--- src/rtl/npc_sequencer.sv ---
// -----------------------------------------------------------------------------
// npc_sequencer
//
// Multi-cycle control FSM for the next-PC path of the multi-cycle MIPS core.
// It steps each instruction through FETCH, DECODE, EXEC, MEM and WB. It issues
// exactly one PCWr per instruction, in that instruction's final state, along
// with the NPCOp the NPC block uses for that write.
//
// Ports:
//   clk         system clock, rising edge
//   rst         synchronous active-high reset
//   op, funct   IR[31:26] / IR[5:0], looked at only in DECODE
//   zero        ALU zero flag, looked at only in EXEC
//   imem_ready  instruction memory data valid, looked at only in FETCH
//   PCWr        PC load strobe (PC <= NPC)
//   NPCOp       00 PLUS4, 01 BRANCH, 10 JUMP_IMM, 11 JUMP_REG
//   IRWr        IR load strobe
//   RFWr        register-file write strobe
//   DMWr        data-memory write strobe
//   illegal     one-cycle pulse on an undecodable instruction
//   state       current state code (debug)
//   retire_cnt  retired-instruction counter, only with NPC_SEQ_RETIRE_CNT_EN
//
// Optional feature macro: NPC_SEQ_RETIRE_CNT_EN
// -----------------------------------------------------------------------------
module npc_sequencer (
    input  logic       clk,
    input  logic       rst,
    input  logic [5:0] op,
    input  logic [5:0] funct,
    input  logic       zero,
    input  logic       imem_ready,
    output logic       PCWr,
    output logic [1:0] NPCOp,
    output logic       IRWr,
    output logic       RFWr,
    output logic       DMWr,
    output logic       illegal,
    output logic [2:0] state
`ifdef NPC_SEQ_RETIRE_CNT_EN
    ,
    output logic [31:0] retire_cnt
`endif
);

    typedef enum logic [2:0] {
        S_FETCH  = 3'd0,
        S_DECODE = 3'd1,
        S_EXEC   = 3'd2,
        S_MEM    = 3'd3,
        S_WB     = 3'd4
    } state_t;

    typedef enum logic [3:0] {
        C_NONE, C_RALU, C_JR, C_LW, C_SW, C_BEQ, C_BNE, C_J, C_JAL, C_IMM, C_ILL
    } cls_t;

    function automatic cls_t decode_cls(input logic [5:0] op_i, input logic [5:0] funct_i);
        cls_t c;
        c = C_ILL;
        case (op_i)
            6'b000000: begin
                case (funct_i)
                    6'b100000, 6'b100010, 6'b100100,
                    6'b100101, 6'b101010:          c = C_RALU;
                    6'b001000:                     c = C_JR;
                    default:                       c = C_ILL;
                endcase
            end
            6'b100011:                             c = C_LW;
            6'b101011:                             c = C_SW;
            6'b000100:                             c = C_BEQ;
            6'b000101:                             c = C_BNE;
            6'b000010:                             c = C_J;
            6'b000011:                             c = C_JAL;
            6'b001000, 6'b001101, 6'b001111:       c = C_IMM;
            default:                               c = C_ILL;
        endcase
        return c;
    endfunction

    state_t state_q, state_d;
    cls_t   cls_q, cls_d;
    cls_t   dec_cls;

    assign dec_cls = decode_cls(op, funct);

    always_ff @(posedge clk) begin
        if (rst) begin
            state_q <= S_FETCH;
            cls_q   <= C_NONE;
        end else begin
            state_q <= state_d;
            cls_q   <= cls_d;
        end
    end

    always_comb begin
        state_d = state_q;
        cls_d   = cls_q;
        PCWr    = 1'b0;
        NPCOp   = 2'b00;
        IRWr    = 1'b0;
        RFWr    = 1'b0;
        DMWr    = 1'b0;
        illegal = 1'b0;

        case (state_q)
            S_FETCH: begin
                if (imem_ready) begin
                    IRWr    = 1'b1;
                    state_d = S_DECODE;
                end
            end
            S_DECODE: begin
                // Class is captured here so later states ignore op/funct.
                cls_d = dec_cls;
                case (dec_cls)
                    C_J: begin
                        PCWr = 1'b1; NPCOp = 2'b10; state_d = S_FETCH;
                    end
                    C_JAL: begin
                        PCWr = 1'b1; NPCOp = 2'b10; RFWr = 1'b1; state_d = S_FETCH;
                    end
                    C_JR: begin
                        PCWr = 1'b1; NPCOp = 2'b11; state_d = S_FETCH;
                    end
                    C_ILL: begin
                        // Skip the bad word: advance PC by 4 and refetch.
                        PCWr = 1'b1; illegal = 1'b1; state_d = S_FETCH;
                    end
                    default: state_d = S_EXEC;
                endcase
            end
            S_EXEC: begin
                case (cls_q)
                    C_BEQ: begin
                        PCWr = 1'b1; NPCOp = zero ? 2'b01 : 2'b00; state_d = S_FETCH;
                    end
                    C_BNE: begin
                        PCWr = 1'b1; NPCOp = zero ? 2'b00 : 2'b01; state_d = S_FETCH;
                    end
                    C_LW, C_SW:     state_d = S_MEM;
                    C_RALU, C_IMM:  state_d = S_WB;
                    default:        state_d = S_FETCH;
                endcase
            end
            S_MEM: begin
                case (cls_q)
                    C_SW: begin
                        DMWr = 1'b1; PCWr = 1'b1; state_d = S_FETCH;
                    end
                    C_LW:    state_d = S_WB;
                    default: state_d = S_FETCH;
                endcase
            end
            S_WB: begin
                RFWr    = 1'b1;
                PCWr    = 1'b1;
                state_d = S_FETCH;
            end
            default: state_d = S_FETCH;
        endcase

        // Reset aborts whatever is in flight: no side effects this cycle.
        if (rst) begin
            PCWr    = 1'b0;
            NPCOp   = 2'b00;
            IRWr    = 1'b0;
            RFWr    = 1'b0;
            DMWr    = 1'b0;
            illegal = 1'b0;
            state_d = S_FETCH;
            cls_d   = C_NONE;
        end
    end

    assign state = state_q;

`ifdef NPC_SEQ_RETIRE_CNT_EN
    logic [31:0] retire_cnt_q, retire_cnt_d;

    // One PCWr per instruction, so counting PCWr counts retirements.
    always_comb retire_cnt_d = retire_cnt_q + {31'd0, PCWr};

    always_ff @(posedge clk) begin
        if (rst) retire_cnt_q <= 32'd0;
        else     retire_cnt_q <= retire_cnt_d;
    end

    assign retire_cnt = retire_cnt_q;
`endif

endmodule

--- config.mk ---
export PLATFORM = sky130hd
export DESIGN_NAME = npc_sequencer
export DESIGN_NICKNAME = d
export VERILOG_FILES = /design/src/rtl/npc_sequencer.sv
export SDC_FILE = /design/constraint.sdc
export NUM_CORES = 1
export LEC_CHECK = 0
export CORE_ASPECT_RATIO = 0.9
export CORE_UTILIZATION = 43
export CTS_BUF_LIST = sky130_fd_sc_hd__clkbuf_4 sky130_fd_sc_hd__clkbuf_8
export CTS_CLUSTER_DIAMETER = 50
export CTS_CLUSTER_SIZE = 16
export DETAILED_ROUTE_END_ITERATION = 12
export PLACE_DENSITY = 0.78
export REMOVE_ABC_BUFFERS = 1
export SKIP_CTS_REPAIR_TIMING = 1
export SLEW_MARGIN = 15
export SYNTH_ARGS = -nofsm -noshare
export SYNTH_HDL_FRONTEND = slang
export SYNTH_SLANG_ARGS = --single-unit
--- constraint.sdc ---
create_clock -name clk -period 1.8 [get_ports clk]
set_clock_uncertainty 0.2 [all_clocks]
set_input_delay 0.18 -clock clk [delete_from_list [all_inputs] [get_ports clk]]
set_output_delay 0.18 -clock clk [all_outputs]
set_load 0.005 [all_outputs]
* Word-level counts from Yosys, hierarchy flattened *
Index checks and enable logic that the tools add are counted.

cells by class
  equality and inequality tests = 30
  muxes and demuxes = 29
  reductions and logical operators = 9

operator list
  operator            number
  $eq 6x6->1 const B  7
  $pmux 4 s8          1
  $eq 6x4->1 const B  4
  $eq 4x3->1 const B  4
  $mux 1              16
  $eq 4x4->1 const B  3
  $eq 6x2->1 const B  2
  $eq 6x3->1 const B  2
  $pmux 3 s4          1
  $eq 4x2->1 const B  2
  $pmux 2 s2          2
  $pmux 4 s2          1
  $reduce_or 2->1     4
  $eq 3x2->1 const B  2
  $logic_not 6->1     1
  $mux 3              2
  $pmux 3 s2          1
  $reduce_or 5->1     1
  $eq 4x1->1 const B  1
  $mux 2              2
  $pmux 1 s2          2
  $pmux 1 s4          1
  $reduce_or 4->1     1
  $eq 3x1->1 const B  1
  4 further kinds     4

word-level totals
  flip-flop bits (word level) = 7
  bits of input ports = 16
  output and inout bits = 10
  word-level logic and storage cells = 70

* Depth between registers and ports, before layout *
  depth in word-level cells = 9
  gate-level depth with buffers = 7
  mapped depth without buffers = 6

* Least setup slack after synthesis *
Ideal clock, no wire load.

  path type = input to output
  start point = input port op[3]
  end point = output port NPCOp[1]
  data arrival time = 1.594 ns
  required time = 1.420 ns
  slack = -0.174 ns
  stages = 7
  buffers on the path = 1
  path through = buf_6 -> or4b_4 -> o41ai_2 -> nor2_2 -> a311oi_4 -> a41oi_1 -> nor3_2

on the way
  longest elaborated chain between the ends = 8
  elaborated cells on any way between the ends = 19
  those cells by class = 12 x eq/ne; 4 x mux; 3 x reduce/logical

RTL lines
  item                                      line  RTL
  start: declaration                        29    input logic [5:0] op,
  $eq 6x4->1                                61    case (op_i)
  $reduce_or 3->1                           61
  $pmux 4 s8 *                              61
  $eq 4x4->1 or $eq 4x3->1 (tied branches)  118   case (dec_cls)
  $reduce_or 2->1 (no line)                 --
  $pmux 2 s2 *                              118
  $pmux 2 s2 *                              108   case (state_q)
  $mux 2 *                                  166   if (rst) begin
  end: declaration                          34    output logic [1:0] NPCOp,

Every way passes the cells marked *; elsewhere a longest branch is shown, timed or not.

* Worst setup path in the final report *
  start point = input port op[0]
  end point = output port NPCOp[1]

Same word-level chain as after synthesis.

==> impl_metrics.py <==
metrics = {
    "run_status": {
        "outcome": "complete, but fails checks",
        "violations": "negative setup slack",
    },
    "global_route": {
        "antenna_found_initial": 0,
        "grt_overflow": 0,
        "grt_pass1_wl_um": 4640,
        "grt_usage": 0.317,
        "grt_pass1_vias": 1125,
        "grt_max_degree": 12,
    },
    "critical_path": {
        "start_kind": "input port",
        "path_class": "input port to primary output",
        "worstPathRequired_ns": 1.42,
        "cp.arrival_ns": 2.03,
        "worstSetupEndpointType": "primary output",
        "cp_max_fo": 10,
    },
    "clock_network": {
        "cts_buffers": 3,
        "clk_pin_slew_worst_paths_ns": 0.06,
        "insertion_delay_ns": 0.26,
        "ctsHtreeMaxLevel": 1,
        "clock_tree.root_cell": "clkbuf_4",
        "clock_path_buffers": 2,
        "cts_tree": "yes",
        "clock_sinks": 7,
    },
    "cells_and_area": {
        "area.growth.synth_to_final_pct": 104,
        "layout-drive-gt1-share": 0.539,
        "antenna_cells": 0,
        "final_cell_area_sq_um": 1650,
        "nets": 195,
        "final_common_cell": "buf_4",
        "layout_common_cells": "buf_4, nor2_1, nand2_1",
    },
    "logic_synthesis": {
        "synth_edf_count": 0,
        "synth_warnings": 0,
        "synth_seq_area_share": 0.173,
        "synth.distinct_cells": 47,
        "avgSynthCellArea_sq_um": 7.23,
        "synthArstFlopShare": 0,
        "yosys_most_used_dff": "dfxtp_1",
        "synth_area_sq_um": 810,
        "syn_inst": 112,
        "ys_ff_latch": 7,
    },
    "drt": {
        "first_iter_violations": 141,
        "via_count": 1376,
        "wirelength_um": 4850,
        "antenna_left": 0,
        "dr.pass1.iters": 5,
        "drcViolationCount": 0,
        "vias_per_cell": 6.81,
        "wl_per_cell_um": 24.0,
    },
    "power_and_ir_drop": {
        "internal_power_mw": 0.410,
        "pwr-share-clk": 0.265,
        "power.switching_mw": 0.230,
        "seq_power_share": 0.273,
        "pwr_density_cell_nw_per_um2": 388,
        "p_leak_nw": 0.753,
        "pwr-share-comb": 0.463,
        "irDropWorstVdd_mv": 0.545,
        "p_sw_frac": 0.359,
    },
    "floorplanning": {
        "die_h_um": 43.2,
        "dieArea_sq_um": 2060,
        "initial_core_util": 0.472,
        "fp.dieW_um": 47.7,
        "rows": 14,
        "num_io_pins": 26,
        "core_area_sq_um": 1720,
    },
    "sta": {
        "max_freq_ghz": 0.415,
        "rsz0062_at_grt": "true",
        "hold_ws_ns": 0.273,
        "worst_pin_slew_ns": 0.486,
        "setup_ws_ns": -0.609,
        "slew_headroom": 0.673,
        "post-route-period-util": 1.34,
        "setup_viol": 8,
        "hold_viol": 0,
        "period_minus_slack_ns": 2.41,
        "drv_slew": 0,
    },
    "min_path": {
        "worstHoldPathType": "input port to flip-flop",
    },
    "place": {
        "dp_hpwl_um": 2250,
        "dp_slack_ns": -1.18,
        "postPlaceCellArea_sq_um": 1320,
        "port_buffers": 25,
        "routabilityCongestion": 0.825,
    },
    "run": {
        "cap_viol_max_count": 0,
    },
}
==> synthesized netlist by cell type, drive strengths merged, types with 3 or more instances <==
cell | instances | area, sq um
nor3b | 5 | 47.5
a211oi | 3 | 22.5
dfxtp | 7 | 140
o21ai | 4 | 20.0
nor2 | 17 | 66.3
clkbuf | 6 | 22.5
nor3 | 4 | 25.0
a21oi | 7 | 38.8
nor4b | 3 | 26.3
nand3 | 5 | 25.0
buf | 4 | 28.8
nand2 | 14 | 52.6
==> power by group through the flow <==
stage	Sequential, mW	Clock (mW)	Combinational [mW]
detailed placement	0.174	0	0.208
floorplan	0.176	0	0.0665
CTS	0.171	0.160	0.209
finish	0.175	0.169	0.296
global route	0.174	0.176	0.309
global placement	0.173	0	0.197
==> state kept, by name, indices dropped and copies added, names as in the netlist <==
signal  flops
cls_q       4
state       3
==> critical path, stage by stage <==
cell,delay [ns]
clkbuf_2,0.30
nand3_1,0.16
nor2_1,0.27
nor2_2,0.11
a311oi_4,0.38
buf_4,0.19
a41oi_2,0.12
nor3_2,0.18
buf_2,0.14
==> worst paths after layout <==
check	start	endpoint	slack (ns)	cells after the start
max	op[0]	NPCOp[1]	-0.61	9
min	rst	cls_q[0]$_SDFFE_PP0P_	0.27	4
max reg2reg	state[0]$_SDFFE_PP0P_	state[0]$_SDFFE_PP0P_	0.11	5
min reg2reg	cls_q[2]$_SDFFE_PP0P_	cls_q[2]$_SDFFE_PP0P_	0.32	2
==> cells by family (layout without fill, tap and decap cells) <==
group | Yosys count | count (layout) | synth area share
AND/OR/NAND/NOR | 63 | 63 | 0.447
multiplexers | 3 | 3 | 0.0402
flip-flops | 7 | 7 | 0.173
XOR/XNOR | 2 | 2 | 0.0216
AO/OA/AOI/OAI | 26 | 26 | 0.250
buffers and inverters | 11 | 77 | 0.0680
==> metrics by stage <==
stage               power [mW]   util  setup TNS, ns  instances
finish                   0.640  0.961          -2.55        202
global placement         0.370  0.767          -7.26        188
detailed placement       0.382  0.767          -8.60        188
floorplan                0.242      -        -0.0519        102
CTS                      0.539  0.784          -7.55        192
global route             0.659  0.961          -3.44        202
==> per-layer routing <==
metal / GRT usage / part of all wire
met2: 0.532 / 0.45
met1: 0.371 / 0.34
met4: 0.150 / 0.083
met5: 0 / 0
met3: 0.0553 / 0.13
==> final cells by class <==
class / count / area [sq um]
inverters: 1 / 3.75
fillers: 39 / 67.6
multi-input cells: 94 / 817
well taps: 24 / 30.0
repair buffers: 72 / 627
clock buffers: 4 / 30.0
flip-flops and latches: 7 / 141
(Power assumes the default switching activity.)
==> RTL change 1, RTL diff (same settings) <==
Add a define of `NPC_SEQ_RETIRE_CNT_EN`.
--- a/src/rtl/npc_sequencer.sv
+++ b/src/rtl/npc_sequencer.sv
@@ -23,6 +23,8 @@
 //
 // Optional feature macro: NPC_SEQ_RETIRE_CNT_EN
 // -----------------------------------------------------------------------------
+`define NPC_SEQ_RETIRE_CNT_EN
+
 module npc_sequencer (
     input  logic       clk,
     input  logic       rst,
Function (old outputs only; new: retire_cnt): kept (equiv_simple and equiv_induct, registers matched by name and starting in step).
==> RTL change 1 against the unedited design <==
- the flow still finishes with violations (negative setup slack)
- combinational power down 6%
- count of clock-buffer cells in the layout up 2
- final area up 120%
- largest cell class unchanged
- routed wire length up 51%
- power rose to 3.2 times the old value
- synthesized area rose to 2.6 times the old value
- setup slack worse by 0.88 ns
- sequential cell count up 32
- largest power group is now the clock network
- critical path type is now input port to flip-flop
==> RTL change 1: results (changes against the unedited design) <==
| Metric | Value |
|---|---|
| Synth cell types | `51 (+8.5%)` |
| DP Cell Count | `431 (+130%)` |
| Max transition margin | `68.5% (+1.2 points)` |
| Combinational power share | `13.6% (-33 points)` |
| Vias per inst | `5.56 (-18%)` |
| Worst EP arrival | `3.27 ns (+1.24 ns)` |
| VDD IR max | `0.499 mV (-8.4%)` |
| Final setup margin | `-1.49 ns (-0.881 ns)` |
| CP max stage cell | `or4_4` |
| Clock tree cell share of total cell area | `3.74% (+1.9 points)` |
| Hold WS | `0.326 ns (+0.0532 ns)` |
| Signal buf overhead | `31.0% (-7.0 points)` |
| Number of clock buffers in the layout | `6 (+2)` |
| GRT Resource Usage Total | `24.1% (-7.6 points)` |
| Met3 Track Usage GR | `4.34% (-1.2 points)` |
| Status | `finished, violations left` |
| Failing checks | `negative setup slack` |
| Endpoints failing setup | `40 (+32)` |
| First-pass GRT wire length | `9820 um (+110%)` |
| Layout cell share with drive strength beyond 1 | `34.8% (-19 points)` |
| Fin cells | `444 (+120%)` |
| Seq/Total Area, Yosys | `36.7% (+19 points)` |
| Fraction of area in multi-input gates | `41.4% (-8.2 points)` |
| Number of global-route vias before repair | `2,149 (+91%)` |
| Largest net degree at the start of global routing | `44 (+32)` |
RTL change 1: cell types whose count changed after synthesis, sizes merged, moves of 6 or more:
cell   before  now
xnor2       2   10
nand3       5   13
nor2       17   49
nand4       0    7
dfxtp       7   39
and4        0    6
xor2        0   20
RTL change 1: logic make-up after synthesis:
kind of cell	count (synthesis)	share of synthesized area, %
flops	39	36.7
fa+ha+maj	2	1.18
simple gates	134	33.9
buf+inv	16	3.00
xor+xnor	30	12.4
compound gates	32	11.5
mux	3	1.41
RTL change 1: worst paths after layout:
path                                startpoint        endpoint  cells past startpoint
worst max register to register        cls_q[3]  retire_cnt[24]                     15
worst min register to register  retire_cnt[20]  retire_cnt[20]                      2
worst min-delay path            retire_cnt[20]  retire_cnt[20]                      2
worst max-delay path                     op[3]  retire_cnt[24]                     17
==> RTL change 2, RTL diff (same settings) <==
Made on the original files. Encoding of `cls_t`: now one-hot (11 bits for 11 values).
--- a/src/rtl/npc_sequencer.sv
+++ b/src/rtl/npc_sequencer.sv
@@ -51,8 +51,8 @@
         S_WB     = 3'd4
     } state_t;
 
-    typedef enum logic [3:0] {
-        C_NONE, C_RALU, C_JR, C_LW, C_SW, C_BEQ, C_BNE, C_J, C_JAL, C_IMM, C_ILL
+    typedef enum logic [10:0] {
+        C_NONE = 11'b00000000001, C_RALU = 11'b00000000010, C_JR = 11'b00000000100, C_LW = 11'b00000001000, C_SW = 11'b00000010000, C_BEQ = 11'b00000100000, C_BNE = 11'b00001000000, C_J = 11'b00010000000, C_JAL = 11'b00100000000, C_IMM = 11'b01000000000, C_ILL = 11'b10000000000
     } cls_t;
 
     function automatic cls_t decode_cls(input logic [5:0] op_i, input logic [5:0] funct_i);
Behaviour: no difference found for any inputs over 10 cycles, from zero or initial values and one cycle with rst high; not proved beyond that.
==> RTL change 2 against the unedited design <==
- the run still ends with negative setup slack left
- fmax grew 4.0%
- routed wire length shrank 20%
- setup slack gained 0.092 ns
- final area increased by 6.9%
- hold slack worse by 0.19 ns
- power grew 15%
- count of clock-buffer cells in the layout is 1 lower
- synthesized area rose by 18%
- sequential cell count is 7 higher
- clock power grew 14%
- critical path type is now flip-flop to output port
- largest power group is now sequential cells
==> RTL change 2: results (changes against the unedited design) <==
| Metric | Value |
|---|---|
| DP Worst Slack | `-0.882 ns (+0.294 ns)` |
| Avg Inst Size Synth | `7.71 um2 (+6.7%)` |
| Synth cell types | `39 (-17%)` |
| Clock buffer depth | `2 (unchanged)` |
| Number of buffers created by CTS | `3 (unchanged)` |
| Largest Register | `cls_q` |
| Final setup margin | `-0.516 ns (+0.0924 ns)` |
| GRT Resource Usage Total | `28.5% (-3.1 points)` |
| Met1 usage | `30.0% (-7.1 points)` |
| CTS clk-pin slew, worst paths | `0.09 ns (+0.03 ns)` |
| Number of global-route vias before repair | `1,166 (+3.6%)` |
| Met2 wire len | `1960 um (-11%)` |
| H-tree lvl count | `1 (unchanged)` |
| Antenna violations before repair | `0 (unchanged)` |
| Area contributors post-synth | `dfxtp_1 29%, nor2_1 5.5%, nand2_1 5.1%` |
| Endpoints failing setup | `7 (-1)` |
| Clock power frac | `26.2% (-0.3 points)` |
| CP max FO | `2 (-8)` |
| Largest net degree at the start of global routing | `14 (+2)` |
| Most frequent cells after synthesis | `14 x dfxtp_1, 14 x nor2_1, 13 x nand2_1` |
| Max FFs per register | `11 (+7)` |
| PortBufs | `25 (unchanged)` |
| 1st-pass router iterations | `5 (unchanged)` |
| Net Switching | `220 uW (-4.4%)` |
| Metal1 wirelength | `1440 um (-12%)` |
| Status | `finished, violations left` |
| First-pass GRT wire length | `4950 um (+6.7%)` |
| HP Class | `input port to flip-flop` |
| DR WL/cell | `17.4 um (-28%)` |
| VDD IR max | `0.397 mV (-27%)` |
| Max transition margin | `68.7% (+1.5 points)` |
| Gpl congestion | `0.866 (+5.0%)` |
| Skew-Pair Late Insertion Delay | `0.29 ns (+0.03 ns)` |
| Cell Pwr Density | `417 nW/um2 (+7.4%)` |
| Metal3 WL | `326 um (-46%)` |
| Layout cell share with drive strength beyond 1 | `48.2% (-5.7 points)` |
| Met2 usage in global routing | `55.3% (+2.1 points)` |
| Number of diodes | `0 (unchanged)` |
| Root Driver | `clkbuf_4` |
| FFs w/ async S/R, synth | `0% (unchanged)` |
| Vias per inst | `6.15 (-9.7%)` |
| Hpwl dp | `2350 um (+4.4%)` |
| Seq/Total Area, Yosys | `29.3% (+12 points)` |
| 1st-iter DRT viols | `43 (-70%)` |
| Failing checks | `negative setup slack` |
| Met3 Track Usage GR | `8.74% (+3.2 points)` |
| Routed vias | `1,365 (-0.80%)` |
| P_leak | `0.790 nW (+5.0%)` |
| DP Cell Count | `206 (+9.6%)` |
| Primary FF master, synth | `dfxtp_1` |
| Synth Warn # | `0 (unchanged)` |
| Combinational power share | `30.3% (-16 points)` |
| Max layer used | `met4` |
| Fill count | `101 (+160%)` |
| Nets | `215 (+10%)` |
## RTL change 2: changes by cell type in the layout (fill, tap and decap cells not counted), sizes merged, moves of 3 or more
cell    unedited run  this run
nor3               4         0
or3                1         5
nand2b             2         7
nor2              17        14
or4                0         3
dfxtp              7        14
o21a               0         4
nor4               2         7
## RTL change 2: through the flow
| stage | hold slack (ns) | area, um2 | TNS (ns) |
|---|---|---|---|
| after floorplan | 0.0443 | 936 | -0.559 |
| after global placement | 0.291 | 1500 | -7.02 |
| after detailed placement | 0.316 | 1500 | -7.52 |
| after CTS | 0.327 | 1520 | -6.46 |
| after global routing | 0.0848 | 1760 | -2.72 |
| final | 0.0804 | 1760 | -2.32 |
## RTL change 2: cell type report
cell class	count	area [um2]	area share, %
clock buffers	3	22.5	1.28
inverters	2	7.51	0.426
multi-input cells	103	774	43.9
flip-flops and latches	14	287	16.3
well taps	25	31.3	1.77
repair buffers	75	641	36.3
## RTL change 2: path summary, 6_finish.rpt
check,cells after the start,end,slack [ns],start
max,6,PCWr,-0.52,cls_q[5]
min,4,cls_q[9],0.08,op[3]
max reg2reg,5,state[0],-0.50,cls_q[5]
min reg2reg,2,cls_q[9],0.35,cls_q[9]
## RTL change 2: critical path: stages, from the launching register on
cell and delay (ns):
dfxtp_2 0.33, or4b_4 0.56, nor4_4 0.27, nand3_1 0.12, buf_4 0.15, o211ai_1 0.07, buf_2 0.14
## RTL change 2: cell families (layout without fill, tap and decap cells)
kind of cell    after synthesis  after routing  synth area share, %
simple gates                 71             71                 42.8
mux                           1              1                 1.05
compound gates               29             29                 22.1
flops                        14             14                 29.3
xor+xnor                      2              2                 1.83
buf+inv                       7             80                 2.88
